**src/rtl/louis_clock_pkg.sv**
```systemverilog
// -----------------------------------------------------------------------------
// louis_clock_pkg
// Shared definitions for the clock-strobe tracker: tracker state encoding,
// divider timing constants and default lock/loss thresholds.
// -----------------------------------------------------------------------------
package louis_clock_pkg;

  typedef enum logic [1:0] {
    SEARCH = 2'd0,
    VERIFY = 2'd1,
    LOCKED = 2'd2
  } state_t;

  localparam int unsigned SAM_PERIOD = 8;
  localparam int unsigned SYM_PERIOD = 32;
  localparam int unsigned ENA_WIDTH  = 2;

  // Width of the local position counter covering one symbol period.
  localparam int unsigned POS_W = $clog2(SYM_PERIOD);

  localparam int unsigned DEF_LOCK_COUNT = 4;
  localparam int unsigned DEF_LOSS_COUNT = 2;

endpackage

```
**src/rtl/louis_clock_pattern.sv**
```systemverilog
// -----------------------------------------------------------------------------
// louis_clock_pattern
// Combinational replica of the 50 MHz divider: maps a position within the
// symbol period to the expected strobe levels and the divider clock phase.
//   i_pos      position in the symbol period (0 = first cycle of sym pulse)
//   o_exp_sam  expected sam_clk_ena level at i_pos
//   o_exp_sym  expected sym_clk_ena level at i_pos
//   o_phase    divider phase at i_pos (15 during the sym pulse)
// -----------------------------------------------------------------------------
module louis_clock_pattern
  import louis_clock_pkg::*;
(
  input  logic [POS_W-1:0] i_pos,
  output logic             o_exp_sam,
  output logic             o_exp_sym,
  output logic [3:0]       o_phase
);

  always_comb begin
    o_exp_sym = (32'(i_pos) < ENA_WIDTH);
    o_exp_sam = ((32'(i_pos) % SAM_PERIOD) < ENA_WIDTH);
    o_phase   = i_pos[POS_W-1:1] - 4'd1;
  end

endmodule

```
**src/rtl/louis_clock_tracker.sv**
```systemverilog
// -----------------------------------------------------------------------------
// louis_clock_tracker
// Aligns a local replica of the divider position counter to the incoming
// sample/symbol strobes, declares lock after LOCK_COUNT clean symbol periods,
// drops it after LOSS_COUNT consecutive bad periods, regenerates the clock
// phase and flags every cycle where the strobes deviate from the pattern.
//   clock_50     system clock
//   reset        asynchronous active-high reset
//   sam_clk_ena  sample strobe (2 of every 8 cycles)
//   sym_clk_ena  symbol strobe (2 of every 32 cycles)
//   err_clr      synchronous clear of err_count (priority over increment)
//   locked       tracker is in LOCKED
//   phase_est    regenerated divider phase, 0 while not locked
//   sam_err      sam_clk_ena differed from expectation last cycle
//   sym_err      sym_clk_ena differed from expectation last cycle
//   err_count    saturating count of mismatch cycles
// All outputs are registered (one cycle after the sampled strobes).
// -----------------------------------------------------------------------------
module louis_clock_tracker
  import louis_clock_pkg::*;
#(
  parameter int unsigned LOCK_COUNT = DEF_LOCK_COUNT,
  parameter int unsigned LOSS_COUNT = DEF_LOSS_COUNT,
  parameter int unsigned ERR_CNT_W  = 16
) (
  input  logic                 clock_50,
  input  logic                 reset,
  input  logic                 sam_clk_ena,
  input  logic                 sym_clk_ena,
  input  logic                 err_clr,
  output logic                 locked,
  output logic [3:0]           phase_est,
  output logic                 sam_err,
  output logic                 sym_err,
  output logic [ERR_CNT_W-1:0] err_count
);

  localparam int unsigned GOOD_W = $clog2(LOCK_COUNT + 1);
  localparam int unsigned BAD_W  = $clog2(LOSS_COUNT + 1);

  state_t               r_state, w_state_nxt;
  logic [POS_W-1:0]     r_pos, w_pos_nxt;
  logic [GOOD_W-1:0]    r_good, w_good_nxt;
  logic [BAD_W-1:0]     r_bad, w_bad_nxt;
  logic                 r_period_bad, w_period_bad_nxt;
  logic                 r_sym_d;
  logic                 r_locked;
  logic [3:0]           r_phase;
  logic                 r_sam_err, r_sym_err;
  logic [ERR_CNT_W-1:0] r_err_cnt, w_err_nxt;

  logic                 w_exp_sam, w_exp_sym;
  logic [3:0]           w_phase;
  logic                 w_rise, w_sam_bad, w_sym_bad, w_mismatch, w_end;

  louis_clock_pattern u_pattern (
    .i_pos     (r_pos),
    .o_exp_sam (w_exp_sam),
    .o_exp_sym (w_exp_sym),
    .o_phase   (w_phase)
  );

  always_comb begin
    w_rise     = sym_clk_ena & ~r_sym_d;
    w_sam_bad  = (r_state != SEARCH) && (sam_clk_ena != w_exp_sam);
    w_sym_bad  = (r_state != SEARCH) && (sym_clk_ena != w_exp_sym);
    w_mismatch = w_sam_bad | w_sym_bad;
    w_end      = (32'(r_pos) == SYM_PERIOD - 1);
  end

  always_comb begin
    w_state_nxt      = r_state;
    w_pos_nxt        = r_pos + POS_W'(1);  // wraps naturally at SYM_PERIOD
    w_good_nxt       = r_good;
    w_bad_nxt        = r_bad;
    w_period_bad_nxt = 1'b0;
    case (r_state)
      SEARCH: begin
        w_pos_nxt  = '0;
        w_good_nxt = '0;
        w_bad_nxt  = '0;
        if (w_rise) begin
          w_state_nxt = VERIFY;
          w_pos_nxt   = POS_W'(1);
        end
      end
      VERIFY: begin
        if (w_mismatch) begin
          w_good_nxt = '0;
          // A mismatch that is itself a fresh sym edge realigns in place.
          if (w_rise) begin
            w_pos_nxt = POS_W'(1);
          end else begin
            w_state_nxt = SEARCH;
            w_pos_nxt   = '0;
          end
        end else if (w_end) begin
          if (32'(r_good) + 1 >= LOCK_COUNT) begin
            w_state_nxt = LOCKED;
            w_good_nxt  = '0;
            w_bad_nxt   = '0;
          end else begin
            w_good_nxt = r_good + GOOD_W'(1);
          end
        end
      end
      LOCKED: begin
        w_period_bad_nxt = r_period_bad | w_mismatch;
        if (w_end) begin
          w_period_bad_nxt = 1'b0;
          if (r_period_bad | w_mismatch) begin
            if (32'(r_bad) + 1 >= LOSS_COUNT) begin
              w_state_nxt = SEARCH;
              w_pos_nxt   = '0;
              w_bad_nxt   = '0;
            end else begin
              w_bad_nxt = r_bad + BAD_W'(1);
            end
          end else begin
            w_bad_nxt = '0;
          end
        end
      end
      default: begin
        w_state_nxt = SEARCH;
        w_pos_nxt   = '0;
        w_good_nxt  = '0;
        w_bad_nxt   = '0;
      end
    endcase
  end

  always_comb begin
    w_err_nxt = r_err_cnt;
    if (err_clr) begin
      w_err_nxt = '0;
    end else if (w_mismatch && (r_err_cnt != '1)) begin
      w_err_nxt = r_err_cnt + ERR_CNT_W'(1);
    end
  end

  always_ff @(posedge clock_50 or posedge reset) begin
    if (reset) begin
      r_state      <= SEARCH;
      r_pos        <= '0;
      r_good       <= '0;
      r_bad        <= '0;
      r_period_bad <= 1'b0;
      r_sym_d      <= 1'b0;
      r_locked     <= 1'b0;
      r_phase      <= '0;
      r_sam_err    <= 1'b0;
      r_sym_err    <= 1'b0;
      r_err_cnt    <= '0;
    end else begin
      r_state      <= w_state_nxt;
      r_pos        <= w_pos_nxt;
      r_good       <= w_good_nxt;
      r_bad        <= w_bad_nxt;
      r_period_bad <= w_period_bad_nxt;
      r_sym_d      <= sym_clk_ena;
      r_locked     <= (w_state_nxt == LOCKED);
      r_phase      <= (w_state_nxt == LOCKED) ? w_phase : '0;
      r_sam_err    <= w_sam_bad;
      r_sym_err    <= w_sym_bad;
      r_err_cnt    <= w_err_nxt;
    end
  end

  assign locked    = r_locked;
  assign phase_est = r_phase;
  assign sam_err   = r_sam_err;
  assign sym_err   = r_sym_err;
  assign err_count = r_err_cnt;

endmodule

```
**config.mk**
```make
export PLATFORM = sky130hd
export DESIGN_NAME = louis_clock_tracker
export DESIGN_NICKNAME = d
export VERILOG_FILES = /design/src/rtl/louis_clock_pkg.sv /design/src/rtl/louis_clock_pattern.sv /design/src/rtl/louis_clock_tracker.sv
export SDC_FILE = /design/constraint.sdc
export NUM_CORES = 1
export LEC_CHECK = 0
export CAP_MARGIN = 15
export CORE_ASPECT_RATIO = 0.9
export CORE_MARGIN = 5
export CORE_UTILIZATION = 58
export DETAILED_ROUTE_END_ITERATION = 16
export PLACE_DENSITY = 0.95
export SYNTH_ARGS = -nofsm -noshare
export SYNTH_HDL_FRONTEND = slang
export SYNTH_SLANG_ARGS = --single-unit
export TNS_END_PERCENT = 50
```
**constraint.sdc**
```tcl
create_clock -name clock_50 -period 3.5 [get_ports clock_50]
set_input_delay 0.7 -clock clock_50 [delete_from_list [all_inputs] [get_ports clock_50]]
set_output_delay 0.7 -clock clock_50 [all_outputs]
set_load 0.02 [all_outputs]
```
## Word level (Yosys, flattened, before mapping)

Index checks and enable logic that the tools add are counted.

- Bits in registers: 37
- Input port bits: 5
- Output and inout bits: 23
- Word-level logic and storage cells: 78

- Add/sub/neg operators: 7
- Order comparisons: 4
- Eq/ne operators: 12
- Muxes and demuxes: 31
- Bitwise operators: 5
- Reduce and logical (&&, ||, !) cells: 8

Operators with widths:

| cell | count |
|---|---|
| 16-bit 2-to-1 mux | 2 |
| 2-bit 2-to-1 mux | 14 |
| 5-bit 2-to-1 mux | 4 |
| 16-bit by 1-bit adder with 16-bit output, second input constant | 1 |
| 16-bit != test, second input constant | 1 |
| 5-bit one-hot mux with 3 select lines | 1 |
| 3-bit 2-to-1 mux | 3 |
| 2-bit != test, second input constant | 4 |
| 2-bit one-hot mux with 3 select lines | 1 |
| 3-bit one-hot mux with 2 select lines | 1 |
| 5-bit by 1-bit adder with 5-bit output, second input constant | 1 |
| 5-bit == test, second input constant | 1 |
| 5-bit by 2-bit less-than comparator with 1-bit output, second input constant | 1 |
| 3-bit by 1-bit adder with 4-bit output, second input constant | 1 |
| 2-bit == test, second input constant | 2 |
| 4-bit by 3-bit greater-or-equal comparator with 1-bit output, second input constant | 1 |
| 4-bit 2-to-1 mux | 1 |
| 2-bit one-hot mux with 2 select lines | 1 |
| 4-bit AND reduction | 1 |
| 2-bit nonzero test | 2 |
| 4-bit by 1-bit subtractor with 4-bit output, second input constant | 1 |
| 2-bit by 1-bit adder with 3-bit output, second input constant | 1 |
| 3-bit by 1-bit adder with 3-bit output, second input constant | 1 |
| 3-bit by 2-bit greater-or-equal comparator with 1-bit output, second input constant | 1 |
| other kinds (12) | 19 |

## Logic depth before layout (Yosys ltp)

Gate-level depths: netlist of the first run.

- Depth in word-level cells: 10
- Gate-level depth with buffers: 8

## Modules after synthesis

From an unflattened synthesis of the first run, not the netlist that was laid out.

- Cells, all modules: 186
- Area, all modules: 1825.5 um^2

By module, submodules not included:

| module | instances | cells an instance | area each (um^2) | seq. area each (um^2) |
|---|---|---|---|---|
| louis_clock_tracker | 1 | 178 | 1766.7 | 925.9 |
| louis_clock_pattern | 1 | 8 | 58.8 | 0.0 |

## Least setup slack after synthesis of the first run

No wires, ideal clock.

- Path type: input port to flip-flop
- Start: input port sym_clk_ena
- End: register r_err_cnt[11], in the netlist err_count[11]
- Setup time: 125 ps
- Arrival time: 1951 ps
- Setup slack: 1424 ps
- Stages on the path: 5
- Buffers on the path: 0
- Cells stage by stage: nor3_1 -> o31ai_4 -> nor4b_4 -> and2b_1 -> mux2_4

- Longest elaborated chain between the ends: 5

RTL lines:

| element | RTL line | text |
|---|---|---|
| from (decl) | louis_clock_tracker.sv:29 | `input logic sym_clk_ena,` |
| 1-bit != test | louis_clock_tracker.sv:66 | `w_sym_bad = (r_state != SEARCH) && (sym_clk_ena != w_exp_sym);` |
| 1-bit logical AND | louis_clock_tracker.sv:66 |  |
| 1-bit bitwise OR | louis_clock_tracker.sv:67 | `w_mismatch = w_sam_bad \| w_sym_bad;` |
| 1-bit logical AND | louis_clock_tracker.sv:137 | `end else if (w_mismatch && (r_err_cnt != '1)) begin` |
| 2-bit nonzero test (no source line) | -- |  |
| to (signal assigned) | louis_clock_tracker.sv:166 | `r_err_cnt <= w_err_nxt;` |
| to (decl) | louis_clock_tracker.sv:50 | `logic [ERR_CNT_W-1:0] r_err_cnt, w_err_nxt;` |

Every way passes these cells.
A chain may end at the register's enable or synchronous reset.

## Worst setup path in the final report of the first run

Same ends and word-level chain as after synthesis.

==> results of run 1 <==
==> cell families after synthesis <==
logic type,after synthesis,share of synthesized area
buffers and inverters,19,0.03858
adder cells (fa/ha/maj),7,0.04356
XOR/XNOR,16,0.06970
flip-flops,37,0.4605
multiplexers,6,0.03422
AO/OA/AOI/OAI,22,0.08152
AND/OR/NAND/NOR,98,0.2719
==> worst max-delay path: cells and delay by family <==
kind | cells | cell delay (ps)
buf+inv | 1 | 520
simple gates | 3 | 1000
mux | 1 | 300
compound gates | 1 | 180
==> cell type report <==
| class | instances | area (um2) | area share |
|---|---|---|---|
| multi-input cells | 149 | 1007 | 0.4126 |
| flip-flops and latches | 37 | 925.9 | 0.3793 |
| repair buffers | 30 | 292.8 | 0.1199 |
| clock buffers | 6 | 72.57 | 0.02973 |
| well taps | 44 | 55.05 | 0.02255 |
| inverters | 13 | 48.80 | 0.01999 |
| clock inverters | 2 | 38.79 | 0.01589 |
==> metal layers <==
layer,up-vias,GRT usage
li1,776,-
met1,776,0.2627
met2,54,0.3227
met3,5,0.07143
met4,0,0.04930
met5,-,0
==> registers in the layout, indices dropped and copies added, names as in the netlist <==
name and cells:
r_sym_d 1, r_pos 5, r_state 2, phase_est 4
sym_err 1, r_period_bad 1, sam_err 1, err_count 16
r_good 3, r_bad 2, locked 1
==> worst max path at each step <==
stage          slack [ps]  depth (start not counted)   startpoint       endpoint
6_report              960                          6  sym_clk_ena  err_count[11]
5_1_grt               910                          6  sym_clk_ena  err_count[11]
3_5_place_dp          690                          6  sym_clk_ena  err_count[11]
4_1_cts               990                          6  sym_clk_ena  err_count[11]
2_1_floorplan        1420                          5  sym_clk_ena  err_count[11]
3_3_place_gp          800                          6  sym_clk_ena  err_count[11]
==> stage by stage <==
step	power [mW]	cell area (um2)	util	std cells
floorplan	0.9749	2011	-	205
global placement	1.159	2330	0.6948	273
global route	1.654	2441	0.7280	281
finish	1.538	2441	0.7280	281
detailed placement	1.178	2330	0.6948	273
CTS	1.550	2441	0.7280	281
==> power by group <==
group | switching, mW | total (mW) | internal, mW
combinational | 0.333 | 0.587 | 0.254
clock | 0.150 | 0.364 | 0.214
sequential | 0.0682 | 0.587 | 0.519
total | 0.552 | 1.54 | 0.986
==> cell usage in the layout, fill, tap and decap left out, types with 2 or more instances in the layout <==
| cell | n |
|---|---|
| sky130_fd_sc_hd__nand2b_1 | 4 |
| sky130_fd_sc_hd__a211oi_1 | 2 |
| sky130_fd_sc_hd__clkbuf_8 | 5 |
| sky130_fd_sc_hd__nor2b_1 | 3 |
| sky130_fd_sc_hd__nand4_1 | 6 |
| sky130_fd_sc_hd__xnor2_1 | 14 |
| sky130_fd_sc_hd__nor4_1 | 6 |
| sky130_fd_sc_hd__nand2_1 | 13 |
| sky130_fd_sc_hd__buf_4 | 3 |
| sky130_fd_sc_hd__inv_1 | 13 |
| sky130_fd_sc_hd__mux2i_1 | 2 |
| sky130_fd_sc_hd__o21a_1 | 2 |
| sky130_fd_sc_hd__and2_1 | 5 |
| sky130_fd_sc_hd__mux2_2 | 3 |
| sky130_fd_sc_hd__nor3_1 | 6 |
| sky130_fd_sc_hd__xor2_1 | 2 |
| sky130_fd_sc_hd__a21oi_1 | 5 |
| sky130_fd_sc_hd__o21ai_0 | 3 |
| sky130_fd_sc_hd__dfrtp_1 | 37 |
| sky130_fd_sc_hd__nand3_1 | 5 |
| sky130_fd_sc_hd__nor2_1 | 35 |
| sky130_fd_sc_hd__nor4b_1 | 5 |
| sky130_fd_sc_hd__ha_1 | 7 |
| sky130_fd_sc_hd__clkdlybuf4s50_1 | 27 |
==> flow_summary.rst, run 1 <==
.. list-table::
   :header-rows: 1

   * - Metric
     - Value
   * - Status
     - completed
   * - Largest clock skew in the final design
     - 8.102 ps
   * - Crit path time final
     - about 2500 ps
   * - Critical path class
     - primary input to flop
   * - Uppermost routed layer
     - met4
   * - Number of endpoints with negative hold slack in the final report
     - 0
   * - Number of buffers inserted to repair setup after CTS
     - 0
   * - Area enclosed by the die boundary
     - roughly 4700 um2
   * - Number of violations of the max-capacitance limit
     - 0
   * - DR DRC count
     - 0
   * - Crit end category
     - flop
   * - Resized cells post-CTS
     - 0
   * - Final WL
     - 4209 um
   * - Final nets
     - 248
   * - Destination of the worst register-to-register timing path
     - err_count[11]
   * - DIE WIDTH
     - 72.07 um
   * - Leading post-synthesis cells by instance count
     - 37 x sky130_fd_sc_hd__dfrtp_1, 35 x sky130_fd_sc_hd__nor2_1, 14 x sky130_fd_sc_hd__xnor2_1, 13 x sky130_fd_sc_hd__inv_1, 13 x sky130_fd_sc_hd__nand2_1
   * - Crit share post-route
     - 0.7250
   * - Wire length of the first global-routing pass
     - 7341 um
   * - Number of antenna violations at the first check in global routing
     - 0
   * - Setup repair after global routing missed its margin
     - no
   * - Share of cells above drive strength 1
     - 0.08439
   * - TritonCTS clock tree
     - done
   * - Average footprint of a synthesized cell
     - 9.808 um2
   * - Number of clock sinks
     - 37
   * - Worst setup SP type
     - primary input
   * - Setup Slack @ Placement
     - 686.7 ps
   * - Number of nets still failing antenna checks after routing
     - 0
   * - Met2 routed wirelength
     - between 2000 and 2500 um
   * - Number of vias in the routed layout
     - 1,611
   * - Maximum root-to-sink buffer count
     - 2
   * - Setup WS post-layout
     - 962.3 ps
   * - Cell count after synthesis
     - 205
   * - Cells along the critical path
     - clkdlybuf4s50_1 > nor3_1 > o31ai_4 > nor4b_4 > and2b_1 > mux2_4
   * - Clock root buffer
     - sky130_fd_sc_hd__clkbuf_8
   * - Largest stage delay on the critical path
     - 520 ps
   * - Worst ir drop on vdd
     - 0.5037 mV
   * - Detailed-route vias per instance
     - 5.733
   * - Total of endpoints with negative setup slack in the final report
     - 0
   * - Most frequently used flop master after synthesis
     - sky130_fd_sc_hd__dfrtp_1
   * - Leakage
     - 1.043 nW
   * - Grt ovf
     - 0
   * - Number of buffers added to fix hold violations after cts
     - 0
   * - Max-slew violation total from the final report
     - 0
   * - Effective utilization at floorplan
     - 0.5996
   * - Cell depth of the worst hold path
     - 1
   * - Worst hold path type
     - flop to flop
   * - Setup TNS
     - 0 ps
   * - Slowest-stage cell, CP
     - sky130_fd_sc_hd__clkdlybuf4s50_1
   * - Count of port buffers added during placement
     - 27
   * - Clock insertion delay at the later pin of the skew report
     - a little under 300 ps
   * - Overall routing resource usage
     - 0.2023
   * - IO Pins
     - 28
   * - Crit-path max FO
     - 9
   * - Reg-to-Reg Start
     - err_count[0]
   * - Fin Hold WS
     - 516.1 ps
   * - Count of warnings emitted by yosys
     - 0
   * - Die Height
     - 65.86 um
   * - DRC violation total after the first TritonRoute iteration
     - between 90 and 100
   * - Area inside the core boundary
     - around 3400 um2
   * - Most frequent cell after synthesis
     - sky130_fd_sc_hd__dfrtp_1
   * - Slew at the pin with the worst max-slew slack
     - 740.7 ps
   * - GPL Wtd Cong
     - 0.8759
   * - Arrival time at the worst endpoint
     - 2710 ps
   * - DP Wirelength
     - ~3100 um
   * - Setup slack, reg-to-reg
     - 1270 ps
   * - Synthesized cell area
     - between 2000 and 2500 um2
   * - Fraction of the yosys area taken by sequential cells
     - 0.4605
   * - Post-DR wirelength/cell
     - 14.98 um
   * - Top post-synthesis cells by area
     - sky130_fd_sc_hd__dfrtp_1 46%, sky130_fd_sc_hd__nor2_1 6.5%, sky130_fd_sc_hd__xnor2_1 6.1%
   * - Unique cell type count in the Yosys netlist
     - 45
   * - N_diodes
     - 0
   * - Clock slew at reported path FFs
     - approximately 70 ps
   * - Maximum operating frequency
     - just under 400 MHz
   * - Number of storage elements in the synthesis netlist
     - 37
   * - Data required time at the worst endpoint
     - 3680 ps
   * - Worst reg-to-reg path cell count
     - 6
   * - Post-synthesis net count
     - 217
   * - Area growth, synth to finish
     - 21.41%
   * - Biggest area consumer among synthesized cells
     - sky130_fd_sc_hd__dfrtp_1
   * - Destination of the worst hold path
     - r_pos[0]
   * - Filler cell count in the final layout
     - 247
   * - Post-synthesis async set-or-reset flop share
     - 1.000
   * - Relative slew slack
     - 0.5047
   * - Depth of the CTS H-tree
     - 2
   * - Maximum number of pins on one net before global-route repair
     - 38
   * - Power density cells
     - ~630 nW/um2
   * - Router iterations before antenna repair
     - 4
   * - Number of global-route vias before repair
     - 1,555
   * - Worst min-delay path startpoint
     - r_pos[0]
   * - Total CTS buffers
     - 5
   * - Detailed-routing wirelength on met1
     - roughly 1800 um
   * - Number of enable-type register cells in the synthesized netlist
     - 0
   * - Met3 WL
     - between 200 and 300 um
   * - Fraction of synthesized cell area taken by the top area cell type
     - 0.4605
   * - FP Rows
     - 20
Power figures use the tool's default switching activity.
==> inputs of run 2 (changes only) <==
Settings changed: CORE_UTILIZATION 58 to 54, PLACE_DENSITY 0.95 to 0.91.
Clock period 3.5 ns to 2.4 ns, I/O delays scaled along.
==> run 2 against run 1 <==
Net effect:
- setup slack worse by 700 ps
- non-clock buffer count up 10
- final cell count up 4.3%
- register-to-register slack worse by 1000 ps
- sequential share of layout area down 0.74 points
==> flow_summary.rst, run 2 (same netlist as run 1, synthesis figures left out) <==
.. list-table::
   :header-rows: 1

   * - Metric
     - Value
   * - Largest clock skew in the final design
     - 6.625 ps
   * - Switching power total
     - 816.3 uW
   * - Register area
     - between 900 and 1000 um2
   * - Critical Path Source
     - r_pos[1]
   * - Depth of the CTS H-tree
     - 2
   * - Area enclosed by the die boundary
     - 5046 um2
   * - Worst ir drop on vdd
     - 0.5739 mV
   * - Commonest non-fill, non-tap cells in the layout
     - 37 x sky130_fd_sc_hd__dfrtp_1, 35 x sky130_fd_sc_hd__nor2_1, 27 x sky130_fd_sc_hd__clkdlybuf4s50_1
   * - Detailed-route vias per instance
     - ~5.6
   * - Proportion of power drawn by combinational gates
     - 0.414
   * - Worst min-delay path startpoint
     - r_bad[0]
   * - Number of violations of the max-capacitance limit
     - 0
   * - Maximum root-to-sink buffer count
     - 2
   * - Maximum operating frequency
     - 468.1 MHz
   * - Worst setup SP type
     - flop
   * - Setup TNS
     - 0 ps
   * - Router iterations before antenna repair
     - 4
   * - Total CTS buffers
     - 5
   * - Effective utilization at floorplan
     - 0.5505
   * - Sequential fraction of design power
     - 0.393
   * - Status
     - completed
   * - Area growth, synth to finish
     - 23.83%
   * - Reg-to-Reg Start
     - r_pos[1]
   * - Max-slew violation total from the final report
     - 0
   * - Proportion of power drawn by the clock network
     - 0.193
   * - IO Pins
     - 28
   * - Setup repair after global routing missed its margin
     - no
   * - Critical path class
     - flop to flop
   * - Number of clock sinks
     - 37
   * - Largest stage delay on the critical path
     - about 430 ps
   * - Share of cells above drive strength 1
     - 0.1215
   * - Clock slew at reported path FFs
     - 70 ps
   * - Crit path buf inv count
     - 2
   * - Die Height
     - 67.89 um
   * - Number of vias in the routed layout
     - 1,642
   * - DIE WIDTH
     - 74.32 um
   * - Slowest-stage cell, CP
     - sky130_fd_sc_hd__dfrtp_1
   * - Count of port buffers added during placement
     - 27
   * - Internal cell power
     - about 1.4 mW
   * - DP Wirelength
     - 2894 um
   * - Total of endpoints with negative setup slack in the final report
     - 0
   * - Final WL
     - 4064 um
   * - Arrival time at the worst endpoint
     - 2310 ps
   * - Crit path time final
     - 2136 ps
   * - Flip-flop count of the largest register after layout
     - 16
   * - Sw frac
     - 0.3738
   * - Cell type group with the largest total delay on the critical path
     - flip-flops
   * - Maximum number of pins on one net before global-route repair
     - 38
   * - Post-layout total power
     - approximately 2.2 mW
   * - DRC violation total after the first TritonRoute iteration
     - 130
   * - Crit-path max FO
     - 7
   * - Cells along the critical path
     - inv_1 > ha_1 > nand2_1 > o31ai_4 > buf_4 > a21oi_1 > nor2_1 > mux2_2
   * - Power density cells
     - 877.1 nW/um2
   * - Number of antenna violations at the first check in global routing
     - 0
   * - Final nets
     - 258
   * - Slew at the pin with the worst max-slew slack
     - 455.7 ps
   * - DR DRC count
     - 0
   * - Clock insertion delay at the later pin of the skew report
     - 290 ps
   * - GPL Wtd Cong
     - 0.8134
   * - Leakage
     - around 1.1 nW
   * - N_diodes
     - 0
   * - Clock root buffer
     - sky130_fd_sc_hd__clkbuf_8
   * - Grt ovf
     - 0
   * - Most common cell after layout, fill and taps aside
     - sky130_fd_sc_hd__dfrtp_1
   * - Share of the core filled with cells in the final layout
     - 0.6817
   * - Crit share post-route
     - 0.8901
   * - Wire length of the first global-routing pass
     - 7086 um
   * - Combined area of the multi-input logic cells
     - 1007 um2
   * - Area inside the core boundary
     - 3652 um2
   * - Data required time at the worst endpoint
     - 2580 ps
   * - TritonCTS clock tree
     - done
   * - Post-DR wirelength/cell
     - 13.87 um
   * - Worst hold path type
     - flop to flop
   * - Crit end category
     - flop
   * - Overall routing resource usage
     - 0.1841
   * - Filler cell count in the final layout
     - 281
   * - Resized cells post-CTS
     - 0
   * - Setup slack, reg-to-reg
     - around 260 ps
   * - FP Rows
     - 21
   * - Number of endpoints with negative hold slack in the final report
     - 0
   * - Relative slew slack
     - 0.6962
   * - Number of global-route vias before repair
     - 1,523
   * - Number of nets still failing antenna checks after routing
     - 0
-- run 2: metrics by stage --
stage | setup WS, ps | area (um2) | instances | hold slack (ps)
floorplan | 330.3 | 2011 | 205 | 468.8
CTS | 170.1 | 2460 | 289 | 513.2
global route | 95.25 | 2490 | 293 | 521.7
detailed placement | -104.4 | 2377 | 281 | 498.6
global placement | -32.54 | 2377 | 281 | 493.8
finish | 263.8 | 2490 | 293 | 508.8
-- run 2: what timing repair did --
action                     CTS  global route
setup buffers                0             4
hold buffers                 0             0
setup endpoints to repair    0             3
-- run 2: per-layer routing --
layer	wire length [um]	vias to the layer above	global-route usage
li1	-	792	-
met1	1904	803	0.2559
met3	284	4	0.06167
met4	41	0	0.04667
met2	1833	43	0.2788
met5	0	-	0
-- run 2: path summary, 6_finish.rpt --
check	endpoint	cells after the start
max	r_bad[0]	8
min	r_bad[0]	1
max reg2reg	r_bad[0]	8
min reg2reg	r_bad[0]	1
max in group asynchronous	err_count[13]	3
min in group asynchronous	err_count[12]	3
-- run 2: worst reg2reg max path, delay by kind of cell (launching register included) --
| family | cells | cell delay, ps |
|---|---|---|
| adders and majority gates | 1 | 260 |
| AOI/OAI and AO/OA | 2 | 430 |
| DFF | 1 | 430 |
| and+or+nand+nor | 2 | 270 |
| muxes | 1 | 340 |
| buffers and inverters | 2 | 300 |
-- run 2: power by group through the flow --
stage	Combinational (mW)	Sequential [mW]	Clock (mW)
global route	0.997	0.882	0.458
CTS	0.881	0.857	0.434
floorplan	0.485	0.936	0
global placement	0.846	0.861	0
detailed placement	0.873	0.867	0
finish	0.904	0.858	0.422
-- run 2: cell type report --
class,count,share of cell area
clock buffer,6,0.02915
tap,46,0.02312
timing repair buffer,40,0.1477
inverter,13,0.01960
clock inverter,2,0.004020
multi-input combinational,149,0.4045
sequential,37,0.3719
